`config.mk`:
```
export PLATFORM = sky130hd
export DESIGN_NAME = fetch_queue
export DESIGN_NICKNAME = d
export VERILOG_FILES = /design/src/rtl/riscv_pkg.sv /design/src/rtl/sync_fifo.sv /design/src/rtl/fetch_queue.sv
export SDC_FILE = /design/constraint.sdc
export NUM_CORES = 1
export LEC_CHECK = 0
export CAP_MARGIN = 20
export CORE_ASPECT_RATIO = 0.7
export CORE_MARGIN = 1
export CORE_UTILIZATION = 50
export CTS_BUF_LIST = sky130_fd_sc_hd__clkbuf_8
export DETAILED_ROUTE_END_ITERATION = 10
export PLACE_DENSITY = 0.76
export SKIP_CTS_REPAIR_TIMING = 1
export SYNTH_ARGS = -nofsm -noshare
export SYNTH_HDL_FRONTEND = slang
export SYNTH_HIERARCHICAL = 1
export SYNTH_SLANG_ARGS = --single-unit
```
`constraint.sdc`:
```
create_clock -name clk -period 4.9 [get_ports clk]
set_clock_uncertainty 0.15 [all_clocks]
set_input_delay 0.98 -clock clk [delete_from_list [all_inputs] [get_ports clk]]
set_output_delay 0.98 -clock clk [all_outputs]
set_load 0.02 [all_outputs]
```
`src/rtl/riscv_pkg.sv`:
```
// Shared architectural constants for the instruction-fetch front end.
package riscv_pkg;

   localparam int          XLEN        = 32;
   localparam logic [31:0] RESET_PC    = 32'h0000_0000;
   localparam int          INSTR_BYTES = 4;

endpackage

```
`src/rtl/sync_fifo.sv`:
```
// Power-of-two synchronous FIFO with flush. Read data comes from the head entry
// without a register stage.
module sync_fifo #(
   parameter int WIDTH = 64,
   parameter int DEPTH = 4
) (
   input  logic                     clk,
   input  logic                     rst,
   input  logic                     flush,
   input  logic                     push,
   input  logic [WIDTH-1:0]         wdata,
   input  logic                     pop,
   output logic [WIDTH-1:0]         rdata,
   output logic [$clog2(DEPTH):0]   count
);

   localparam int                PTR_W    = $clog2(DEPTH);
   localparam logic [PTR_W:0]    FULL_CNT = (PTR_W + 1)'(DEPTH);

   logic [WIDTH-1:0]  mem_r [DEPTH];
   logic [PTR_W-1:0]  rd_ptr_r;
   logic [PTR_W-1:0]  wr_ptr_r;
   logic [PTR_W:0]    count_r;
   logic              do_pop_s;
   logic              do_push_s;

   assign do_pop_s  = pop && (count_r != '0);
   assign do_push_s = push && ((count_r != FULL_CNT) || do_pop_s);
   assign rdata     = mem_r[rd_ptr_r];
   assign count     = count_r;

   // Entry storage; contents are only meaningful while counted, so no reset.
   always_ff @(posedge clk) begin
      if (do_push_s && !flush && !rst) begin
         mem_r[wr_ptr_r] <= wdata;
      end
   end

   // Pointer and occupancy tracking; flush outranks any push/pop.
   always_ff @(posedge clk) begin
      if (rst || flush) begin
         rd_ptr_r <= '0;
         wr_ptr_r <= '0;
         count_r  <= '0;
      end else begin
         if (do_push_s) wr_ptr_r <= wr_ptr_r + 1'b1;
         if (do_pop_s)  rd_ptr_r <= rd_ptr_r + 1'b1;
         case ({do_push_s, do_pop_s})
            2'b10:   count_r <= count_r + 1'b1;
            2'b01:   count_r <= count_r - 1'b1;
            default: count_r <= count_r;
         endcase
      end
   end

endmodule

```
`src/rtl/fetch_queue.sv`:
```
// Instruction-fetch front end: issues sequential word fetches under a credit
// limit, tags returned instructions with their PC and buffers them for decode.
module fetch_queue #(
   parameter int              XLEN     = riscv_pkg::XLEN,
   parameter int              DEPTH    = 4,
   parameter logic [XLEN-1:0] RESET_PC = riscv_pkg::RESET_PC
) (
   input  logic              clk,
   input  logic              rst,
   output logic              imem_req_valid,
   output logic [XLEN-1:0]   imem_req_addr,
   input  logic              imem_req_ready,
   input  logic              imem_rsp_valid,
   input  logic [XLEN-1:0]   imem_rsp_data,
   input  logic              redirect_valid,
   input  logic [XLEN-1:0]   redirect_pc,
   output logic              out_valid,
   output logic [XLEN-1:0]   out_pc,
   output logic [XLEN-1:0]   out_instr,
   input  logic              out_ready
);

   import riscv_pkg::*;

   localparam int              CNT_W   = $clog2(DEPTH) + 1;
   localparam logic [XLEN-1:0] PC_STEP = XLEN'(INSTR_BYTES);
   localparam logic [CNT_W:0]  CREDITS = (CNT_W + 1)'(DEPTH);

   logic [XLEN-1:0]   fetch_pc_r;
   logic [XLEN-1:0]   resp_pc_r;
   logic [CNT_W-1:0]  outstanding_r;
   logic [CNT_W-1:0]  drop_cnt_r;
   logic [CNT_W-1:0]  fifo_count_s;
   logic [CNT_W-1:0]  rsp_dec_s;
   logic [2*XLEN-1:0] head_s;
   logic              credit_s;
   logic              accept_s;
   logic              push_s;
   logic              pop_s;

   // Credits cover both buffered entries and fetches still in memory, so a
   // response always finds room; only registered state feeds this compare.
   assign credit_s       = ({1'b0, fifo_count_s} + {1'b0, outstanding_r}) < CREDITS;
   assign imem_req_valid = !rst && !redirect_valid && credit_s;
   assign imem_req_addr  = fetch_pc_r;
   assign accept_s       = imem_req_valid && imem_req_ready;
   assign push_s         = imem_rsp_valid && (drop_cnt_r == '0) && !redirect_valid && !rst;
   assign pop_s          = out_valid && out_ready;
   assign rsp_dec_s      = outstanding_r - CNT_W'(imem_rsp_valid);

   assign out_valid = !rst && (fifo_count_s != '0);
   assign out_pc    = out_valid ? head_s[2*XLEN-1:XLEN] : '0;
   assign out_instr = out_valid ? head_s[XLEN-1:0]      : '0;

   sync_fifo #(
      .WIDTH (2 * XLEN),
      .DEPTH (DEPTH)
   ) u_fifo (
      .clk   (clk),
      .rst   (rst),
      .flush (redirect_valid),
      .push  (push_s),
      .wdata ({resp_pc_r, imem_rsp_data}),
      .pop   (pop_s),
      .rdata (head_s),
      .count (fifo_count_s)
   );

   // PC tracking and in-flight accounting; a redirect turns every fetch still
   // in memory (minus one answering this cycle) into a response to discard.
   always_ff @(posedge clk) begin
      if (rst) begin
         fetch_pc_r    <= RESET_PC;
         resp_pc_r     <= RESET_PC;
         outstanding_r <= '0;
         drop_cnt_r    <= '0;
      end else if (redirect_valid) begin
         fetch_pc_r    <= {redirect_pc[XLEN-1:2], 2'b00};
         resp_pc_r     <= {redirect_pc[XLEN-1:2], 2'b00};
         outstanding_r <= rsp_dec_s;
         drop_cnt_r    <= rsp_dec_s;
      end else begin
         if (accept_s) fetch_pc_r <= fetch_pc_r + PC_STEP;
         if (push_s)   resp_pc_r  <= resp_pc_r + PC_STEP;
         case ({accept_s, imem_rsp_valid})
            2'b10:   outstanding_r <= outstanding_r + 1'b1;
            2'b01:   outstanding_r <= outstanding_r - 1'b1;
            default: outstanding_r <= outstanding_r;
         endcase
         if (imem_rsp_valid && (drop_cnt_r != '0)) drop_cnt_r <= drop_cnt_r - 1'b1;
      end
   end

endmodule

```
==> results.py, run 1 <==
metrics = {
    "floorplanning": {
        "initial_utilization_pct": 51.7,
        "design.die.area_um2": 28700,
        "pin_count": 168,
        "die_w_um": 202,
        "dieHeight_um": 142,
        "core_area_um2": 27100,
        "rows": 50,
    },
    "final_layout": {
        "layout_commonest_cell": "edfxtp_1",
        "area_growth_pct": 21.6,
        "fin_cells": 1521,
        "postLayoutCoreUtil_pct": 62.8,
        "nets": 1207,
        "drive_gt1_share_pct": 15.2,
        "finalInstanceArea_um2": 17000,
        "diodes": 0,
        "mostFrequentLayoutCells": "edfxtp_1 (256), clkdlybuf4s50_1 (162), dfxtp_1 (73)",
    },
    "clock_tree": {
        "cts_tree": "built",
        "clk_latency_ns": 0.57,
        "cts_made_buffers": 50,
        "path_clk_slew_ns": 0.06,
        "root_buffer": "clkbuf_8",
        "cts.sinks": 331,
        "htree_levels": 2,
        "cts_buffer_depth": 3,
    },
    "logic_synthesis": {
        "ys_types": 70,
        "synth_area_um2": 14000,
        "synth.avg_cell_area_um2": 15.0,
        "synth_top_area_share_pct": 54.9,
        "yosys.area.top_type": "edfxtp_1",
        "syn_inst": 931,
        "yosysSeqAreaShare_pct": 65.7,
        "synthTopCellsByArea": "edfxtp_1 (55%), dfxtp_1 (11%), mux4_2 (10%)",
        "async_reset_ff_share_pct": 0,
        "yosysWarningCount": 6,
        "synth_edf_count": 256,
        "synthFlopType": "edfxtp_1",
        "synth_seq_cells": 331,
    },
    "pwr": {
        "p_per_area_nw_per_um2": 324,
        "vdd_ir_drop_max_uv": 274,
        "power_leakage_nw": 5.60,
    },
    "drt": {
        "drt_iter0_drc": 533,
        "routed_wl_um": 29600,
        "drc_errors": 0,
        "via_per_inst": 5.59,
        "detail-route-antenna-nets": 0,
        "wl_per_cell_um": 19.5,
        "dr.pass1.iters": 4,
        "vias": 8503,
    },
    "status": {
        "outcome": "finished, final reports clean",
    },
    "critical_path": {
        "r2r-start": "u_fifo/count[0]",
        "crit_required_ns": 3.77,
        "reg2reg_slack_ns": 1.50,
        "cp-start-kind": "flip-flop",
        "worstPathArrival_ns": 2.95,
        "crit_fanout": 27,
        "endpoint": "out_instr[3]",
        "cp-end-kind": "primary output",
        "critical_path_class": "flip-flop to primary output",
        "rr_worst_depth": 7,
        "rr_endpoint": "u_fifo/mem_r[3][11]",
    },
    "placement": {
        "placed_cell_area_um2": 16100,
        "pre_cts_slack_ns": 0.527,
        "portBuffers": 163,
        "hpwl_um": 19000,
        "gp_congestion": 0.910,
        "placedCellCount": 1434,
    },
    "run": {
        "cap_violations": 0,
    },
    "grt": {
        "gr-total-overflow": 0,
        "grt_pass1_vias": 8508,
        "antenna_found_initial": 0,
        "grt_max_degree": 65,
        "grt_pass1_wl_um": 46500,
        "grt_usage_pct": 20.9,
    },
    "timing": {
        "finalCritPeriodShare_pct": 83.3,
        "max_slew.worst_pin.slew_ns": 0.968,
        "fmax_mhz": 245,
        "setup_viol": 0,
        "final_max_slew_viol_count": 0,
        "setup_slack_ns": 0.820,
        "fin_crit_ns": 4.08,
        "hold_violations": 0,
        "maxSlewHeadroom_pct": 35.4,
        "tns_ns": 0,
        "rsz0062_at_grt": "false",
    },
    "min_path": {
        "hp-class": "flip-flop to flip-flop",
    },
}
-- Yosys cell counts (18+ instances only) --
| cell | instances |
|---|---|
| edfxtp_1 | 256 |
| dfxtp_1 | 75 |
| and2_1 | 71 |
| mux4_2 | 64 |
| nand2_1 | 46 |
| nor2_1 | 42 |
| clkbuf_1 | 29 |
| a21oi_1 | 27 |
| xnor2_1 | 27 |
| inv_1 | 26 |
| nand3_1 | 23 |
| nand4_1 | 21 |
| a31oi_1 | 18 |
-- report_power, final --
part           internal [mW]  leakage [nW]  switching (mW)
registers               3.07          2.93          0.0656
logic                  0.145          2.12           0.153
clock network           1.07         0.540            1.01
-- critical path, cell delays in order (launching register included) --
cell	delay, ns
dfxtp_4	0.71
buf_4	0.41
mux4_2	0.55
and2_1	0.16
clkdlybuf4s50_1	0.53
-- through the flow --
stage               hold WS (ns)  power [mW]
floorplan                  0.319        3.34
global placement           0.344        3.48
detailed placement         0.358        3.49
CTS                        0.366        5.56
global route               0.390        5.72
finish                     0.363        5.51
-- cell type report --
cell class / count / area, um2
fill: 2028 / 10100
sequential: 331 / 9200
multi-input combinational: 531 / 4500
timing repair buffer: 182 / 1840
clock buffer: 58 / 798
tap: 364 / 455
clock inverter: 28 / 119
inverter: 27 / 101
-- how the worst min path moves through the flow --
stage / from / end / slack (ns) / depth (start not counted)
2_1_floorplan: resp_pc_r[31] / u_fifo/mem_r[0][63] / 0.32 / 0
3_3_place_gp: outstanding_r[1] / outstanding_r[1] / 0.34 / 2
3_5_place_dp: outstanding_r[1] / outstanding_r[1] / 0.36 / 2
4_1_cts: outstanding_r[1] / outstanding_r[1] / 0.37 / 2
5_1_grt: resp_pc_r[31] / u_fifo/mem_r[2][63] / 0.39 / 0
6_report: outstanding_r[1] / outstanding_r[1] / 0.36 / 2
-- state kept, by name, summed over array words and instances, names as in the netlist, named ones only --
signal / count
drop_cnt_r: 3
imem_req_addr: 30
outstanding_r: 3
resp_pc_r: 30
u_fifo/count: 3
u_fifo/mem_r: 256
u_fifo/rd_ptr_r: 2
u_fifo/wr_ptr_r: 2
-- logic make-up after synthesis --
logic type,count (synthesis),synth area share (%)
AOI/OAI and AO/OA,121,5.68
xor gates and xnor gates,42,2.63
adders and majority gates,14,1.36
buffers and inverters,78,2.54
DFF,331,65.7
muxes,69,10.7
other,1,0.0268
and+or+nand+nor,275,11.4
-- per-layer routing --
layer	global-route usage [%]	wire, um	vias up
met5	0	0	-
met4	6.06	550	0
met3	5.52	2080	55
met2	32.7	13700	240
met1	29.1	13200	4254
li1	-	-	3954
Note: power is estimated with default switching activity, not from simulation.
==> run 2, diff against run 1 <==
==> constraint.sdc (replaced) <==
create_clock -name clk -period 4.2 [get_ports clk]
set_clock_uncertainty 0.15 [all_clocks]
set_input_delay 0.84 -clock clk [delete_from_list [all_inputs] [get_ports clk]]
set_output_delay 0.84 -clock clk [all_outputs]
set_load 0.02 [all_outputs]
==> run 2 against run 1 <==
Effect of this change:
- sequential share of layout area fell by 0.34 points
- via count grew 0.94%
- register-to-register slack lost 0.72 ns
- worst setup slack worse by 0.43 ns
- die area unchanged
- routed wire length grew 2.4%
- clock power grew 13%
- first-iteration DRC count grew 46%
- combinational power grew 20%
- core utilization increased by 0.40 points
- critical endpoint is now out_pc[29]
- highest routed layer unchanged
==> results.py, run 2 (same netlist as run 1, synthesis figures left out) <==
metrics = {
    "status": {
        "outcome": "finished, final reports clean",
    },
    "clock_tree": {
        "cts_tree": "built",
        "root_buffer": "clkbuf_8",
        "cts.sinks": 331,
        "cts_made_buffers": 50,
        "cts_buffer_depth": 3,
        "htree_levels": 2,
        "clk_latency_ns": 0.55,
        "path_clk_slew_ns": 0.06,
    },
    "final_layout": {
        "drive_gt1_share_pct": 15.6,
        "mostFrequentLayoutCells": "edfxtp_1 (256), clkdlybuf4s50_1 (162), dfxtp_1 (73)",
        "area_growth_pct": 22.4,
        "regArea_um2": 9200,
        "top_register": "u_fifo/mem_r",
        "postLayoutCoreUtil_pct": 63.2,
        "multi_input_area_um2": 4500,
        "layout_commonest_cell": "edfxtp_1",
        "diodes": 0,
        "nets": 1222,
        "fill_cells": 2002,
        "largest_register_ffs": 256,
    },
    "drt": {
        "via_per_inst": 5.57,
        "detail-route-antenna-nets": 0,
        "wl_per_cell_um": 19.7,
        "drt_iter0_drc": 776,
        "vias": 8583,
        "routed_wl_um": 30300,
        "drc_errors": 0,
        "dr.pass1.iters": 5,
    },
    "floorplanning": {
        "design.die.area_um2": 28700,
        "die_w_um": 202,
        "pin_count": 168,
        "initial_utilization_pct": 51.7,
        "core_area_um2": 27100,
        "rows": 50,
        "dieHeight_um": 142,
    },
    "critical_path": {
        "critical_path_class": "flip-flop to primary output",
        "cp-start-kind": "flip-flop",
        "worstPathArrival_ns": 2.82,
        "cp-end-kind": "primary output",
        "rr_worst_depth": 7,
        "crit_required_ns": 3.21,
        "crit_fanout": 23,
    },
    "grt": {
        "grt_pass1_wl_um": 47900,
        "grt_max_degree": 54,
        "antenna_found_initial": 0,
        "grt_usage_pct": 21.5,
        "grt_pass1_vias": 8518,
        "gr-total-overflow": 0,
    },
    "timing": {
        "fmax_mhz": 263,
        "final_max_slew_viol_count": 0,
        "tns_ns": 0,
        "whs_ns": 0.384,
        "finalCritPeriodShare_pct": 90.7,
        "hold_violations": 0,
        "setup_viol": 0,
        "max_slew.worst_pin.slew_ns": 0.717,
        "rsz0062_at_grt": "false",
        "fin_crit_ns": 3.81,
        "maxSlewHeadroom_pct": 52.1,
    },
    "run": {
        "cap_violations": 0,
    },
    "pwr": {
        "vdd_ir_drop_max_uv": 248,
        "p_per_area_nw_per_um2": 372,
        "power_leakage_nw": 5.67,
    },
    "placement": {
        "hpwl_um": 19700,
        "portBuffers": 163,
        "gp_congestion": 0.903,
    },
    "min_path": {
        "hp-class": "flip-flop to flip-flop",
        "hold_path_depth": 0,
    },
}
[run 2: cell count changes in the layout (fill, tap and decap cells not counted), sizes merged]
| cell | before | now |
|---|---|---|
| clkinvlp | 0 | 1 |
| buf | 19 | 34 |
| clkbuf | 59 | 55 |
| inv | 42 | 49 |
[run 2: routing by layer]
metal | global-route usage, % | wire, um | share of wire, % | vias to the layer above
li1 | - | - | - | 3988
met4 | 4.78 | 315 | 1.0 | 0
met3 | 4.33 | 1880 | 6.2 | 34
met1 | 31.7 | 13800 | 46 | 4285
met2 | 33.3 | 14300 | 47 | 276
met5 | 0 | 0 | 0 | -
[run 2: layout make-up]
class | instances | share of cell area [%]
tap | 364 | 2.66
timing repair buffer | 197 | 11.6
sequential | 331 | 53.7
inverter | 27 | 0.592
clock inverter | 36 | 0.848
multi-input combinational | 531 | 26.3
clock buffer | 54 | 4.34
[run 2: worst paths after layout]
| kind | end | slack, ns | start |
|---|---|---|---|
| hold reg to reg | u_fifo/mem_r[2][63] | 0.38 | resp_pc_r[31] |
| setup / recovery | out_pc[29] | 0.39 | u_fifo/count[0] |
| setup reg to reg | u_fifo/mem_r[2][25] | 0.78 | u_fifo/count[0] |
| hold / removal | u_fifo/mem_r[2][63] | 0.38 | resp_pc_r[31] |
[run 2: report_power, final]
part	internal (mW)	switching [mW]	leakage, nW
logic	0.176	0.181	2.20
clock network	1.18	1.17	0.536
registers	3.58	0.0774	2.93
total	4.93	1.43	5.67
[run 2: worst max-delay path, stage by stage (launching register included)]
cell and delay (ns):
dfxtp_1 0.52, nor3_1 0.15, nor2_4 0.55, buf_4 0.25, and2_1 0.16, clkdlybuf4s50_1 0.62
[run 2: through the flow]
| step | setup WS, ns | area (um2) | instances | power [mW] |
|---|---|---|---|---|
| floorplan | 0.0544 | 14000 | 940 | 3.89 |
| global placement | 0.523 | 16200 | 1449 | 4.06 |
| detailed placement | 0.492 | 16200 | 1449 | 4.08 |
| CTS | 0.369 | 17100 | 1539 | 6.43 |
| global route | 0.192 | 17100 | 1540 | 6.60 |
| finish | 0.392 | 17100 | 1540 | 6.36 |
